<file path="src/rtl/snn_pkg.sv">
// ----------------------------------------------------------------------------
// snn_pkg
//   Types and sizing constants shared by the SNN weight-path blocks.
//   - wl_state_t    : weight_loader controller states
//   - WEIGHT_DEPTH  : words per weight load (register file depth)
//   - WEIGHT_ADDR_W : weight register file address width
//   - WEIGHT_DATA_W : weight word width
// ----------------------------------------------------------------------------
package snn_pkg;

   localparam int unsigned WEIGHT_DEPTH  = 256;
   localparam int unsigned WEIGHT_ADDR_W = 8;
   localparam int unsigned WEIGHT_DATA_W = 8;

   typedef enum logic [1:0] {
      IDLE  = 2'd0,
      LOAD  = 2'd1,
      CHECK = 2'd2,
      DONE  = 2'd3
   } wl_state_t;

endpackage

</file>
<file path="src/rtl/weight_loader_if.sv">
// ----------------------------------------------------------------------------
// weight_loader_if
//   Weight stream input plus weight-storage write port.
//   Stream : in_valid, in_data (producer -> loader), in_ready (loader -> producer)
//   Write  : W_Addr, W_en, W_Data (loader -> storage)
//   Modports: slave  = loader side (consumes stream, drives write port)
//             master = producer/storage side
// ----------------------------------------------------------------------------
interface weight_loader_if #(
   parameter int unsigned ADDR_W = 8,
   parameter int unsigned DATA_W = 8
);

   logic              in_valid;
   logic [DATA_W-1:0] in_data;
   logic              in_ready;
   logic [ADDR_W-1:0] W_Addr;
   logic              W_en;
   logic [DATA_W-1:0] W_Data;

   modport slave (
      input  in_valid, in_data,
      output in_ready, W_Addr, W_en, W_Data
   );

   modport master (
      output in_valid, in_data,
      input  in_ready, W_Addr, W_en, W_Data
   );

endinterface

</file>
<file path="src/rtl/weight_chksum.sv">
// ----------------------------------------------------------------------------
// weight_chksum
//   Running modulo-2^DATA_W sum of accepted weight bytes.
//   Only present when WEIGHT_LOADER_CHECKSUM_EN is defined.
//   Ports:
//     clk, rst : clock, synchronous active-high reset
//     clr      : restart the sum at zero (wins over acc)
//     acc      : add din into the sum this cycle
//     din      : byte to accumulate
//     sum      : registered running sum
// ----------------------------------------------------------------------------
`ifdef WEIGHT_LOADER_CHECKSUM_EN
module weight_chksum #(
   parameter int unsigned DATA_W = 8
)(
   input  logic              clk,
   input  logic              rst,
   input  logic              clr,
   input  logic              acc,
   input  logic [DATA_W-1:0] din,
   output logic [DATA_W-1:0] sum
);

   logic [DATA_W-1:0] sum_q, sum_d;

   always_comb begin
      sum_d = sum_q;
      if (clr) begin
         sum_d = '0;
      end else if (acc) begin
         sum_d = sum_q + din;
      end
   end

   always_ff @(posedge clk) begin
      if (rst) begin
         sum_q <= '0;
      end else begin
         sum_q <= sum_d;
      end
   end

   assign sum = sum_q;

endmodule
`endif

</file>
<file path="src/rtl/weight_loader.sv">
// ----------------------------------------------------------------------------
// weight_loader
//   Streams DEPTH weight words into the weight register file at sequential
//   addresses starting at 0, one write per accepted byte, issued the cycle
//   after the handshake. Signals done once the full set has been written.
//   Optional feature macro: WEIGHT_LOADER_CHECKSUM_EN adds a trailer byte that
//   must equal the modulo-256 sum of the DEPTH data bytes (chk_err on mismatch).
//   Ports:
//     Clk, Rst : clock, synchronous active-high reset
//     start    : begin a load (only honoured when idle)
//     abort    : cancel the running load, no done
//     wbus     : stream in (in_valid/in_data/in_ready) and write port
//                (W_Addr/W_en/W_Data)
//     busy     : load in progress
//     done     : one-cycle completion pulse
//     chk_err  : checksum mismatch, held until next start (0 when macro off)
// ----------------------------------------------------------------------------
module weight_loader
   import snn_pkg::*;
#(
   parameter int unsigned DEPTH  = WEIGHT_DEPTH,
   parameter int unsigned ADDR_W = WEIGHT_ADDR_W,
   parameter int unsigned DATA_W = WEIGHT_DATA_W
)(
   input  logic           Clk,
   input  logic           Rst,
   input  logic           start,
   input  logic           abort,
   weight_loader_if.slave wbus,
   output logic           busy,
   output logic           done,
   output logic           chk_err
);

   // One extra counter bit so DEPTH = 2^ADDR_W does not alias to 0.
   localparam int unsigned     CNT_W = ADDR_W + 1;
   localparam logic [CNT_W-1:0] LAST = CNT_W'(DEPTH - 1);

   wl_state_t         state_q, state_d;
   logic [CNT_W-1:0]  cnt_q, cnt_d;
   logic [ADDR_W-1:0] waddr_q, waddr_d;
   logic              wen_q, wen_d;
   logic [DATA_W-1:0] wdata_q, wdata_d;
   logic              busy_q, busy_d;
   logic              done_q, done_d;
   logic              chk_err_q, chk_err_d;
   logic              in_ready;
   logic              hs;

   // Ready depends on registered state only, never on in_valid.
   assign in_ready = (state_q == LOAD) || (state_q == CHECK);
   assign hs       = wbus.in_valid && in_ready;

`ifdef WEIGHT_LOADER_CHECKSUM_EN
   logic [DATA_W-1:0] sum;
   logic              sum_clr;
   logic              sum_acc;

   weight_chksum #(
      .DATA_W (DATA_W)
   ) u_chksum (
      .clk (Clk),
      .rst (Rst),
      .clr (sum_clr),
      .acc (sum_acc),
      .din (wbus.in_data),
      .sum (sum)
   );
`endif

   always_comb begin
      state_d   = state_q;
      cnt_d     = cnt_q;
      waddr_d   = waddr_q;
      wen_d     = 1'b0;
      wdata_d   = wdata_q;
      chk_err_d = chk_err_q;
`ifdef WEIGHT_LOADER_CHECKSUM_EN
      sum_clr   = 1'b0;
      sum_acc   = 1'b0;
`endif

      unique case (state_q)
         IDLE: begin
            if (start) begin
               state_d   = LOAD;
               cnt_d     = '0;
               chk_err_d = 1'b0;
`ifdef WEIGHT_LOADER_CHECKSUM_EN
               sum_clr   = 1'b1;
`endif
            end
         end
         LOAD: begin
            if (hs) begin
               wen_d   = 1'b1;
               waddr_d = cnt_q[ADDR_W-1:0];
               wdata_d = wbus.in_data;
               cnt_d   = cnt_q + CNT_W'(1);
`ifdef WEIGHT_LOADER_CHECKSUM_EN
               sum_acc = 1'b1;
               if (cnt_q == LAST) state_d = CHECK;
`else
               if (cnt_q == LAST) state_d = DONE;
`endif
            end
            // A write captured on the abort cycle still goes out; only the
            // state is cancelled.
            if (abort) state_d = IDLE;
         end
         CHECK: begin
            if (abort) begin
               state_d = IDLE;
            end else if (hs) begin
`ifdef WEIGHT_LOADER_CHECKSUM_EN
               chk_err_d = (wbus.in_data != sum);
`endif
               state_d   = DONE;
            end
         end
         DONE: begin
            state_d = IDLE;
         end
         default: begin
            state_d = IDLE;
         end
      endcase

      // DONE always lasts one cycle, so entering it yields a single pulse.
      done_d = (state_d == DONE);
      busy_d = (state_d == LOAD) || (state_d == CHECK);
   end

   always_ff @(posedge Clk) begin
      if (Rst) begin
         state_q   <= IDLE;
         cnt_q     <= '0;
         waddr_q   <= '0;
         wen_q     <= 1'b0;
         wdata_q   <= '0;
         busy_q    <= 1'b0;
         done_q    <= 1'b0;
         chk_err_q <= 1'b0;
      end else begin
         state_q   <= state_d;
         cnt_q     <= cnt_d;
         waddr_q   <= waddr_d;
         wen_q     <= wen_d;
         wdata_q   <= wdata_d;
         busy_q    <= busy_d;
         done_q    <= done_d;
         chk_err_q <= chk_err_d;
      end
   end

   assign wbus.in_ready = in_ready;
   assign wbus.W_Addr   = waddr_q;
   assign wbus.W_en     = wen_q;
   assign wbus.W_Data   = wdata_q;
   assign busy          = busy_q;
   assign done          = done_q;
`ifdef WEIGHT_LOADER_CHECKSUM_EN
   assign chk_err       = chk_err_q;
`else
   assign chk_err       = 1'b0;
`endif

endmodule

</file>
<file path="src/flat_wrapper.sv">
// flat-port wrapper written by rule: the top's interface ports become plain ports
module weight_loader_flat import snn_pkg::*;
#(
   parameter int unsigned DEPTH  = WEIGHT_DEPTH,
   parameter int unsigned ADDR_W = WEIGHT_ADDR_W,
   parameter int unsigned DATA_W = WEIGHT_DATA_W
)
  (Clk, Rst, start, abort, busy, done, chk_err, wbus_in_valid, wbus_in_data, wbus_in_ready, wbus_W_Addr, wbus_W_en, wbus_W_Data);
  weight_loader_if #(.ADDR_W(ADDR_W), .DATA_W(DATA_W)) wbus_i ();
  input  logic Clk;
  input  logic Rst;
  input  logic start;
  input  logic abort;
  output logic busy;
  output logic done;
  output logic chk_err;
  input wire logic [$bits(wbus_i.in_valid)-1:0] wbus_in_valid;
  input wire logic [$bits(wbus_i.in_data)-1:0] wbus_in_data;
  output wire logic [$bits(wbus_i.in_ready)-1:0] wbus_in_ready;
  output wire logic [$bits(wbus_i.W_Addr)-1:0] wbus_W_Addr;
  output wire logic [$bits(wbus_i.W_en)-1:0] wbus_W_en;
  output wire logic [$bits(wbus_i.W_Data)-1:0] wbus_W_Data;
  assign wbus_i.in_valid = wbus_in_valid;
  assign wbus_i.in_data = wbus_in_data;
  assign wbus_in_ready = wbus_i.in_ready;
  assign wbus_W_Addr = wbus_i.W_Addr;
  assign wbus_W_en = wbus_i.W_en;
  assign wbus_W_Data = wbus_i.W_Data;
  weight_loader #(.DEPTH(DEPTH), .ADDR_W(ADDR_W), .DATA_W(DATA_W)) u_core (.Clk(Clk), .Rst(Rst), .start(start), .abort(abort), .wbus(wbus_i), .busy(busy), .done(done), .chk_err(chk_err));
endmodule
</file>
<file path="config.mk">
export PLATFORM = sky130hd
export DESIGN_NAME = weight_loader_flat
export DESIGN_NICKNAME = d
export VERILOG_FILES = /design/src/rtl/snn_pkg.sv /design/src/rtl/weight_loader_if.sv /design/src/rtl/weight_chksum.sv /design/src/rtl/weight_loader.sv /design/src/flat_wrapper.sv
export SDC_FILE = /design/constraint.sdc
export NUM_CORES = 1
export LEC_CHECK = 0
export CAP_MARGIN = 20
export CORE_MARGIN = 2
export CORE_UTILIZATION = 47
export DETAILED_ROUTE_END_ITERATION = 12
export GPL_TIMING_DRIVEN = 0
export HOLD_SLACK_MARGIN = 0.08
export PLACE_DENSITY = 0.78
export SLEW_MARGIN = 20
export SYNTH_ARGS = -nofsm -noshare
export SYNTH_HDL_FRONTEND = slang
export SYNTH_SLANG_ARGS = --single-unit
</file>
<file path="constraint.sdc">
create_clock -name Clk -period 2.45 [get_ports Clk]
set_input_delay 0.245 -clock Clk [delete_from_list [all_inputs] [get_ports Clk]]
set_output_delay 0.245 -clock Clk [all_outputs]
set_load 0.02 [all_outputs]
</file>
# Yosys cells after proc, flatten, opt, wreduce, memory -nomap -nowiden

Index checks and enable logic that the tools add are counted.

Flip-flop bits (word level): 30
Input bits: 13
Output and inout port bits: 21
Logic and storage cells: 37

$add $sub $neg: 1
Equality and inequality tests: 9
Mux-type cells: 11
Bitwise operators: 1
Reduce and logical (&&, ||, !) cells: 8

Operators with widths:

| kind                                           | count |
|---|---|
| two-way mux 9 bit                              | 2 |
| case mux 9 bit (2 select lines)                | 1 |
| two-way mux 2 bit                              | 6 |
| adder 9 x 1 -> 9 bit (second input constant)   | 1 |
| == test 9 x 8 -> 1 bit (second input constant) | 1 |
| == test 2 bit (second input constant)          | 4 |
| case mux 2 bit (4 select lines)                | 1 |
| == test 2 x 1 -> 1 bit (second input constant) | 2 |
| AND reduction 3 bit                            | 1 |
| zero test 2 bit                                | 1 |
| logical OR 1 bit                               | 2 |
| != test 2 x 1 -> 1 bit (second input constant) | 1 |
| != test 2 bit (second input constant)          | 1 |
| AND reduction 2 bit                            | 1 |
| nonzero test 2 bit                             | 1 |
| OR reduction 2 bit                             | 1 |
| logical AND 1 bit                              | 1 |
| two-way mux 1 bit                              | 1 |
| inverter 1 bit                                 | 1 |

# Logic depth before layout (Yosys ltp)

Gate-level depths: netlist of run 1.

Depth after elaboration: 8
Depth in mapped cells: 9
Gate-level depth less buffers: 9

# Least setup slack after synthesis of run 1

OpenSTA, ideal clock, no wires.

Path type: register to register
Start point: register u_core.state_q[0]
End point: register u_core.cnt_q[5]
Setup time: 0.059 ns
Arrival: 1.864 ns
Required time: 2.391 ns
Slack: 0.527 ns
Stages on the path, launching flop included: 7
Path buffers: 0
Clock period less this slack: 1.923 ns
Cell sequence: dfxtp_1 -> inv_1 -> ha_1 -> a21boi_1 -> or2_4 -> or4_1 -> nand2_1

Longest elaborated chain between the ends: 5
Elaborated cells between the ends (all ways): 10
Classes of those cells: eq/ne (4); mux (1); reduce/logical (5)

Ends and longest elaborated chain:

| what                                                           | line                 | source |
|---|---|---|
| start, declared                                                | weight_loader.sv:39  | `wl_state_t state_q, state_d;` |
| start signal, assigned                                         | weight_loader.sv:145 | `state_q <= state_d;` |
| == test 2 x 1 -> 1 bit / == test 2 bit (equally long branches) | weight_loader.sv:51  | `assign in_ready = (state_q == LOAD) \|\| (state_q == CHECK);` |
| logical OR 1 bit *                                             | weight_loader.sv:51  |  |
| via wbus_in_ready                                              | flat_wrapper.sv:19   | `output wire logic [$bits(wbus_i.in_ready)-1:0] wbus_in_ready;` |
| logical AND 1 bit *                                            | weight_loader.sv:52  | `assign hs = wbus.in_valid && in_ready;` |
| != test 2 x 1 -> 1 bit (no source line) *                      | n/a                  |  |
| AND reduction 3 bit (no source line) *                         | n/a                  |  |
| end signal, assigned                                           | weight_loader.sv:146 | `cnt_q <= cnt_d;` |
| end, declared                                                  | weight_loader.sv:40  | `logic [CNT_W-1:0] cnt_q, cnt_d;` |

The timed path passes the listed nets; every way through them passes the cells marked *.
A chain may end at the register's enable or synchronous reset.

# Final worst setup path of run 1

Start point: register u_core.cnt_q[0]
End point: register u_core.busy_q, in the netlist u_core.busy

Longest elaborated chain between the ends: 7
Elaborated cells between the ends (all ways): 8
Classes of those cells: eq/ne (3); mux (4); reduce/logical (1)

Ends and longest elaborated chain:

| what                                                           | line                 | source |
|---|---|---|
| == test 9 x 8 -> 1 bit *                                       | weight_loader.sv:104 | `if (cnt_q == LAST) state_d = DONE;` |
| two-way mux 2 bit *                                            | weight_loader.sv:104 |  |
| two-way mux 2 bit *                                            | weight_loader.sv:95  | `if (hs) begin` |
| two-way mux 2 bit *                                            | weight_loader.sv:109 | `if (abort) state_d = IDLE;` |
| case mux 2 bit (4 select lines) *                              | weight_loader.sv:83  | `unique case (state_q)` |
| via u_core.state_d[0]                                          | weight_loader.sv:39  |  |
| == test 2 x 1 -> 1 bit / == test 2 bit (equally long branches) | weight_loader.sv:131 | `busy_d = (state_d == LOAD) \|\| (state_d == CHECK);` |
| logical OR 1 bit *                                             | weight_loader.sv:131 |  |
| via u_core.busy_d                                              | weight_loader.sv:44  | `logic busy_q, busy_d;` |
| end signal, assigned                                           | weight_loader.sv:150 | `busy_q <= busy_d;` |
| end, declared                                                  | weight_loader.sv:44  |  |

Marks and branches as above.

==> impl.org, run 1 <==
** Outcome
- The flow ran to the end, and the final reports show no timing, DRC or antenna violations.

** Logic synthesis
- Synthesis produced between 150 and 200 cells.
- After synthesis the netlist holds a flip-flop and latch count of 30.
- During synthesis, Yosys emitted a total of 0 warnings.
- Per-instance average area after synthesis :: approximately 8.2 µm²
- Of the synthesized area, sequential elements account for 0.4692.
- The cell area that synthesis handed to floorplanning was around 0.0013 mm².
- The number of different library cells used by synthesis comes to 32.
- When the netlist entered floorplanning its net count stood at 175.

** Finish
- Summing all flip-flop and latch instances after layout gives roughly 600 µm².
- Area growth syn-to-layout :: 33.24%
- Excluding fillers, the count of instances in the completed layout stands at between 200 and 250.
- Filler instances :: 215
- In the final layout, the multi-input gates occupy 636.9 µm².
- Final net count :: roughly 210
- The repair_antennas step left the layout with diodes totalling 0.
- Of the cells placed in the final design, the portion with a size suffix greater than 1 is 0.06633.
- Measured on the finished design, the core utilization comes to 0.6761.

** Placement
- In this run the tool buffered the top-level ports with 32 buffer cells.
- Once placement completed, the tool counted placed cells totaling about 220.
- Final HPWL from detailed placement :: approximately 2200 µm
- Gpl congestion :: approximately 0.84

** Power and ir drop
- Pwr/cell area :: between 500 and 600 mW/mm²
- Reported leakage power :: 0.5943 nW
- Across the VDD grid, the largest voltage drop is between 0.4 and 0.5 mV.

** Global routing
- The initial antenna violation count came to 0.
- Number of global-route vias before repair :: 1,085
- For this run the aggregate overflow at the end of global routing stands at 0.
- The first global-routing pass estimated 4774 µm of wire.
- Most congested layer reported by global routing :: met2
- Global-route total usage across every layer :: 0.1996
- For this run, global-route usage on met2 was measured as 0.3176.
- Entering global routing, the biggest net connects 11 pins.
- Met3 demand-to-capacity share in global routing :: 0.07209
- Met1 track utilization from global routing :: 0.2395

** Drt
- Total vias in the final route :: around 1,200
- Summed over all layers, the routed wires come to just under 3000 µm.
- The first detailed-routing pass took 4 iterations.
- Drt wl/cell :: around 13 µm
- Post-detailed-route via-to-cell ratio :: between 5 and 6
- Drt drc :: 0
- DRT iter0 DRCs :: 30
- Number of nets with antenna violations after detailed routing :: 0

** Clock tree
- The clock passes through at most 2 buffers.
- Counting the buffers created by CTS gives 5.
- Buffers added to address setup during post-CTS repair amount to 0.
- Max H-tree Level :: 2
- Hold buffer count at CTS :: 0
- Worst-path clk slew :: 0.09 ns
- Clock tree sinks :: 30
- Master cell of the clock root buffer :: sky130_fd_sc_hd__clkbuf_4
- At the later pin of the worst-skew pair, clock insertion delay measures 0.33 ns.
- TritonCTS built the clock tree.
- In this run, post-CTS repair resized a total of 0 instances.

** Die
- The die covers 0.003157 mm².
- The region available for standard cell placement spans roughly 0.0025 mm².
- Top Ports :: 34
- Die Span Y :: ~56 µm
- The die is 56.19 µm wide.
- For this configuration, the core starts out at a cell density of 0.5074.
- After floorplanning, the core was divided into 18 placement rows.

** Timing
- For the final routed database, the setup TNS stands at 0 ns.
- Final-report hold violation count :: 0
- Hold slack final :: roughly 0.46 ns
- Headroom to the max-slew limit came out at 0.5955.
- Maximum clock frequency :: 457.1 MHz
- The worst path in the final design needs a cycle of roughly 2.2 ns, including I/O delays and setup.
- Setup repair after global routing missed its margin :: false
- Post-Route Skew :: 0.006829 ns
- Setup violations remaining at the end of the flow were counted as 0.
- In the finished design, the share of the clock period the worst path needs comes to 0.8929.
- Number of slew-limit violations in the final report :: 0
- Slew @ Worst Pin :: ~0.6 ns

** Setup path
- The startpoint identified for the worst register-to-register timing path is u_core.cnt_q[0].
- CP max stage cell :: sky130_fd_sc_hd__dfxtp_1
- Largest stage delay, worst path :: approximately 0.46 ns
- At the worst endpoint, the arrival time is around 2.4 ns.
- Of all nets on the critical path, the largest fanout is 7.
- Walking the worst path, the cells encountered are ha_1 > nand3_1 > nor2_1 > ha_1 > o21a_1 > nor2_1 > o41ai_2 > ha_1 > nor2b_1.
- Type of destination of the critical path :: register
- CP Data Required Time :: approximately 2.7 ns
- For flop-to-flop paths, the worst setup slack is 0.26 ns.
- The endpoint identified for the worst register-to-register timing path is u_core.busy.
- STA classifies the critical path startpoint as a register.
- CP Class :: register to register
- Most frequent cell on the critical path :: sky130_fd_sc_hd__ha_1
- Number of cells traversed by the worst register-to-register path :: 9

** Hold path
- Startpoint of the most critical hold path :: wbus_in_data[2]
- The worst hold path terminates at u_core.wbus.W_Data[2].
- Class of the worst hold path :: input pin to register
- Hold Path Cell Cnt :: 3

** Run
- The tool flagged a number of max-cap violations equal to 0.
## flip-flops by register name, indices dropped and copies added, names as in the netlist
signal	cells
u_core.done	1
u_core.busy	1
u_core.cnt_q	9
u_core.state_q	2
u_core.wbus.W_Addr	8
u_core.wbus.W_en	1
u_core.wbus.W_Data	8
## where the power goes
group	internal (W)	total, W	leakage (nW)	switching [W]
clock	0.000139	0.000305	0.0353	0.000166
combinational	0.0000557	0.000124	0.316	0.0000684
sequential	0.000497	0.000505	0.243	0.00000807
total	0.000692	0.000934	0.594	0.000242
## worst max path at each step
stage                      startpoint               to  cells past startpoint  slack [ns]
floorplan           u_core.state_q[0]  u_core.cnt_q[5]                      6        0.53
global placement      u_core.cnt_q[0]      u_core.busy                      9        0.34
detailed placement    u_core.cnt_q[0]      u_core.busy                      9        0.21
CTS                   u_core.cnt_q[0]      u_core.busy                      9        0.19
global route          u_core.cnt_q[0]      u_core.busy                      9        0.13
finish                u_core.cnt_q[0]      u_core.busy                      9        0.26
## metrics by stage
step | cell area (µm²) | setup WS [ns] | power, W
6_report | 1705 | 0.2624 | 0.0009340
5_1_grt | 1705 | 0.1305 | 0.0009795
4_1_cts | 1698 | 0.1941 | 0.0009404
3_5_place_dp | 1638 | 0.2125 | 0.0006376
3_3_place_gp | 1638 | 0.3400 | 0.0006328
2_1_floorplan | 1280 | 0.5271 | 0.0005829
## logic make-up (layout without fill, tap and decap cells)
family,count (synthesis),after routing,synth area share
AOI/OAI and AO/OA,30,30,0.1329
xor gates and xnor gates,5,5,0.03421
adders and majority gates,6,6,0.05865
buffers and inverters,12,52,0.03910
DFF,30,30,0.4692
muxes,1,1,0.007820
other,1,1,0.002930
and+or+nand+nor,71,71,0.2551
## area by class of cell
cell class	instances	share of cell area
Buffer	7	0.01834
Clock buffer	7	0.03228
Clock inverter	1	0.002935
Inverter	5	0.01101
Multi-Input combinational cell	114	0.3734
Sequential cell	30	0.3522
Tap cell	30	0.02201
Timing Repair Buffer	32	0.1878
## Yosys cell counts
cell type	instances	area share
sky130_fd_sc_hd__nand3_1	3	0.012
sky130_fd_sc_hd__and2_1	2	0.0098
sky130_fd_sc_hd__nand2_1	38	0.11
sky130_fd_sc_hd__a21oi_1	21	0.082
sky130_fd_sc_hd__nor3_1	3	0.012
sky130_fd_sc_hd__nor4b_1	1	0.0068
sky130_fd_sc_hd__or2_4	1	0.0068
sky130_fd_sc_hd__or4_1	1	0.0059
sky130_fd_sc_hd__or3_1	2	0.0098
sky130_fd_sc_hd__mux2i_1	1	0.0078
sky130_fd_sc_hd__xnor2_1	5	0.034
sky130_fd_sc_hd__o211ai_1	2	0.012
sky130_fd_sc_hd__nand4_1	2	0.0098
sky130_fd_sc_hd__or2_2	1	0.0049
sky130_fd_sc_hd__o22ai_1	1	0.0049
sky130_fd_sc_hd__o41ai_1	1	0.0068
sky130_fd_sc_hd__nor4_1	2	0.0098
sky130_fd_sc_hd__a21boi_1	1	0.0059
sky130_fd_sc_hd__nor2_1	9	0.026
sky130_fd_sc_hd__a31oi_1	1	0.0049
sky130_fd_sc_hd__o21ai_0	1	0.0039
sky130_fd_sc_hd__nor2b_1	5	0.024
sky130_fd_sc_hd__dfxtp_1	30	0.47
sky130_fd_sc_hd__nor3b_1	1	0.0059
sky130_fd_sc_hd__ha_1	6	0.059
sky130_fd_sc_hd__o21a_1	1	0.0059
sky130_fd_sc_hd__clkbuf_1	5	0.015
sky130_fd_sc_hd__conb_1	1	0.0029
sky130_fd_sc_hd__inv_1	5	0.015
sky130_fd_sc_hd__clkbuf_2	1	0.0039
sky130_fd_sc_hd__a31o_2	1	0.0068
sky130_fd_sc_hd__buf_4	1	0.0059
## layout by cell type, fill, tap and decap left out, types with 2 or more instances in the layout
cell	synthesis	final
sky130_fd_sc_hd__nand3_1	3	3
sky130_fd_sc_hd__ha_1	6	6
sky130_fd_sc_hd__nor4_1	2	2
sky130_fd_sc_hd__nor3_1	3	3
sky130_fd_sc_hd__inv_1	5	5
sky130_fd_sc_hd__and2_1	2	2
sky130_fd_sc_hd__nor2_1	9	9
sky130_fd_sc_hd__nor2b_1	5	5
sky130_fd_sc_hd__nand4_1	2	2
sky130_fd_sc_hd__dfxtp_1	30	30
sky130_fd_sc_hd__o211ai_1	2	2
sky130_fd_sc_hd__a21oi_1	21	21
sky130_fd_sc_hd__clkbuf_4	0	5
sky130_fd_sc_hd__xnor2_1	5	5
sky130_fd_sc_hd__clkdlybuf4s50_1	0	32
sky130_fd_sc_hd__nand2_1	38	38
sky130_fd_sc_hd__or3_1	2	2
sky130_fd_sc_hd__clkbuf_1	5	6
## metal layers
layer  wire length, µm  vias up
li1                  -      597
met1              1288      551
met2              1404       39
met3               195        7
met4                43        0
met5                 0        -
## worst max-delay path, delay by kind of cell, from the launching register on
family | cells | cell delay [ns]
AND/OR/NAND/NOR | 4 | 0.43
flip-flops | 1 | 0.46
adder cells (fa/ha/maj) | 3 | 0.71
AO/OA/AOI/OAI | 2 | 0.47
(Power assumes the default switching activity.)
==> run 2, diff against run 1 <==
Settings changed: CELL_PAD_IN_SITES_DETAIL_PLACEMENT set to 1, CELL_PAD_IN_SITES_GLOBAL_PLACEMENT set to 1, CORE_UTILIZATION 47 to 37, PLACE_DENSITY 0.78 to not set, PLACE_DENSITY_LB_ADDON set to 0.1, SLEW_MARGIN 20 to 5.
Clock period 2.45 ns to 2.65 ns, I/O delays scaled along.
==> run 2 against run 1 <==
First-iteration DRC count is 3.3% higher; clock skew fell by 0.0016 ns; maximum frequency shrank 3.6%; die area up 25%; routed wire length rose by 14%; cell count is 7.1% higher; global-route usage down 0.40 points; sequential cell count did not move; worst setup slack improved by 0.12 ns; critical path depth stayed put; core utilization is 16 points lower; critical path type unchanged; largest power group unchanged.
==> impl.org, run 2 (synthesized netlist as in run 1, its figures left out) <==
** Outcome
- The run finished with clean final reports.

** Timing
- The headroom to the max-slew limit is 0.5631 (-0.03246).
- Setup repair after global routing left no endpoint under its margin.
- Final Cycle Share :: 0.8561 (-0.03676)
- The final count of hold timing violations is 0 (unchanged).
- The number of pins exceeding their max-slew limit in the final report is 0 (unchanged).
- Maximum clock frequency :: 440.8 MHz (-3.6%)
- Hold slack final :: 0.4560 ns (-0.0004940 ns)
- Shortest clock period the worst path allows after layout :: 2.269 ns (+0.08115 ns)
- Post-Route Skew :: 0.005234 ns (-0.001596 ns)
- The number of setup violations in the final report was 0 (unchanged).
- The measured slew at the worst slew-check pin came to 0.6372 ns (+0.04734 ns).
- The aggregate negative setup slack came to 0 ns (unchanged).

** Global routing
- Number of global-route vias before repair :: 1,249 (+15%)
- Global-route wire length before repair :: 5940 µm (+24%)
- Antenna violations before repair :: 0 (unchanged)
- The remaining global-route overflow was 0 (unchanged).
- Global-route total usage across every layer :: 0.1957 (-0.003960)
- The pin count of the biggest net entering global routing is 11 (unchanged).

** Finish
- u_core.cnt_q holds more flip-flops than any other register.
- The number of nets in the finished design is 214 (unchanged).
- The library cell used most frequently in the layout, excluding fill and tap cells, is sky130_fd_sc_hd__nand2_1.
- The area growth from synthesis to layout is 34.21%.
- Filler instances :: 428 (+99%)
- The cell area after layout is 0.001718 mm² (+0.73%).
- Sequential standard cell area :: 600.6 µm² (unchanged)
- Fraction of final layout cells sized beyond drive strength 1 :: 0.06122 (-0.005102)
- The number of flip-flops in the largest register came to 9 (unchanged).
- The number of inserted diodes was 0 (unchanged).
- In the layout the commonest cells are 38 x sky130_fd_sc_hd__nand2_1, 32 x sky130_fd_sc_hd__clkdlybuf4s50_1, 30 x sky130_fd_sc_hd__dfxtp_1.
- The area occupied by multi-input gates is 629.4 µm² (-1.2%).

** Run
- The max-capacitance violation count is 0 (unchanged).

** Drt
- Total wirelength of the detailed-routed design :: 3335 µm (+14%)
- Post-detailed-route via-to-cell ratio :: 4.942 (-6.5%)
- The number of DRC violations after detailed-routing iteration 0 was 31 (+3.3%).
- Total vias in the final route :: 1,196 (+0.17%)
- The total iterations of the first detailed-routing run was 4 (unchanged).
- The count of unresolved DRC violations after routing was 0 (unchanged).
- The number of nets with antenna violations after detailed routing was 0 (unchanged).
- The wire length per cell is 13.78 µm (+6.3%).

** Setup path
- For this design, the slowest cell found on the critical path is sky130_fd_sc_hd__o41ai_1.
- Count of buffering cells on the critical path with inverters included :: 0 (unchanged)
- The biggest cell delay along the critical path is 0.49 ns (+0.03 ns).
- Origin of the critical flop-to-flop path :: u_core.cnt_q[0]
- Type of destination of the critical path :: register
- The endpoint required time on the critical path is 2.87 ns (+0.21 ns).
- Cell family contributing the most delay on the critical path :: adder cells
- Most frequent cell on the critical path :: sky130_fd_sc_hd__ha_1
- By startpoint and endpoint, the worst setup path is classified as register to register.
- Tracing the worst setup path back leads to its startpoint at u_core.cnt_q[0].
- Critical path cell sequence :: ha_1 > nand3_1 > nor2_1 > ha_1 > o21a_1 > nor2_1 > o41ai_1 > ha_1 > nor2b_1
- The worst setup path is launched from a register.
- The worst-path maximum fanout was 7 (unchanged).
- The arrival time at the worst endpoint was 2.49 ns (+0.09 ns).

** Die
- The horizontal die dimension is 62.82 µm (+12%).
- The height of the die was 62.82 µm (+12%).
- The effective utilization at floorplan came to 0.3836 (-0.1239).
- Core ar. :: 0.003337 mm² (+32%)
- The I/O pin count was 34 (unchanged).
- The number of rows created at floorplan is 21 (+3).
- Area of the die :: 0.003946 mm² (+25%)

** Placement
- Placed cell areas :: 0.001658 mm² (+1.2%)
- The final weighted congestion in routability-driven placement came to 0.8620 (+3.0%).
- Final HPWL from detailed placement :: 2605 µm (+20%)
- # port buffers :: 32 (unchanged)

** Clock tree
- The number of setup buffers added after CTS is 0 (unchanged).
- Hold buffer count at CTS :: 0 (unchanged)
- Max H-tree Level :: 2 (unchanged)
- The largest buffer count on any clock path is 2 (unchanged).
- The clock slew at the register clock pins of the worst setup and hold paths came to 0.09 ns (about the same).
- TritonCTS built the clock tree.
- The number of instances resized during post-cts repair came to 0 (unchanged).
- Clock tree sinks :: 30 (unchanged)
- Master cell of the clock root buffer :: sky130_fd_sc_hd__clkbuf_4
- The clock buffer count from CTS was 5 (unchanged).
- Worst skew pair latency :: 0.33 ns (about the same)

** Power and ir drop
- Reported leakage power :: 0.5911 nW (-0.54%)
- The maximum resistive drop on vdd was 0.3109 mV (-35%).
- Pwr/cell area :: 500.7 mW/mm² (-8.6%)

** Hold path
- The tightest min-delay check is of the register to register type.
- The worst hold path begins at u_core.wbus.W_Data[6].
==> run 2: cell counts in the layout (fill, tap and decap cells not counted) <==
Identical to the previous run, type by type.
==> run 2: metal layers <==
metal | global-route usage | wire, µm
met5 | 0 | 0
met2 | 0.3266 | 1662
met3 | 0.06486 | 149
met4 | 0.06667 | 56
met1 | 0.2357 | 1467
==> run 2: worst min-delay path, cell delays in order, from the launching register on <==
cell and delay [ns]:
sky130_fd_sc_hd__dfxtp_1 0.31, sky130_fd_sc_hd__nand2_1 0.05, sky130_fd_sc_hd__a21oi_1 0.05
==> run 2: path summary, 6_finish.rpt <==
kind | depth (start not counted) | slack, ns | endpoint
max | 9 | 0.38 | u_core.busy
max reg2reg | 9 | 0.38 | u_core.busy
min reg2reg | 2 | 0.46 | u_core.wbus.W_Data[6]
min | 2 | 0.46 | u_core.wbus.W_Data[6]
==> run 2: cell type report <==
class,count,area share
multi-input combinational,114,0.3664
buffer,7,0.01821
timing repair buffer,32,0.1865
clock buffer,7,0.03205
tap,46,0.03350
inverter,5,0.01092
clock inverter,1,0.002913
sequential,30,0.3496
==> run 2: power by group <==
group	leakage, nW	internal, W	total, W	switching, W
Combinational	0.313	0.0000509	0.000114	0.0000630
Clock	0.0353	0.000128	0.000279	0.000150
Sequential	0.243	0.000460	0.000468	0.00000785
==> run 2: through the flow <==
step | power (W) | util | cells | setup WS (ns)
2_1_floorplan | 0.0005389 | - | 156 | 0.7271
3_3_place_gp | 0.0005873 | 0.4968 | 234 | 0.4897
3_5_place_dp | 0.0005933 | 0.4968 | 234 | 0.4002
4_1_cts | 0.0008747 | 0.5148 | 242 | 0.3857
5_1_grt | 0.0009095 | 0.5148 | 242 | 0.2494
6_report | 0.0008602 | 0.5148 | 242 | 0.3813
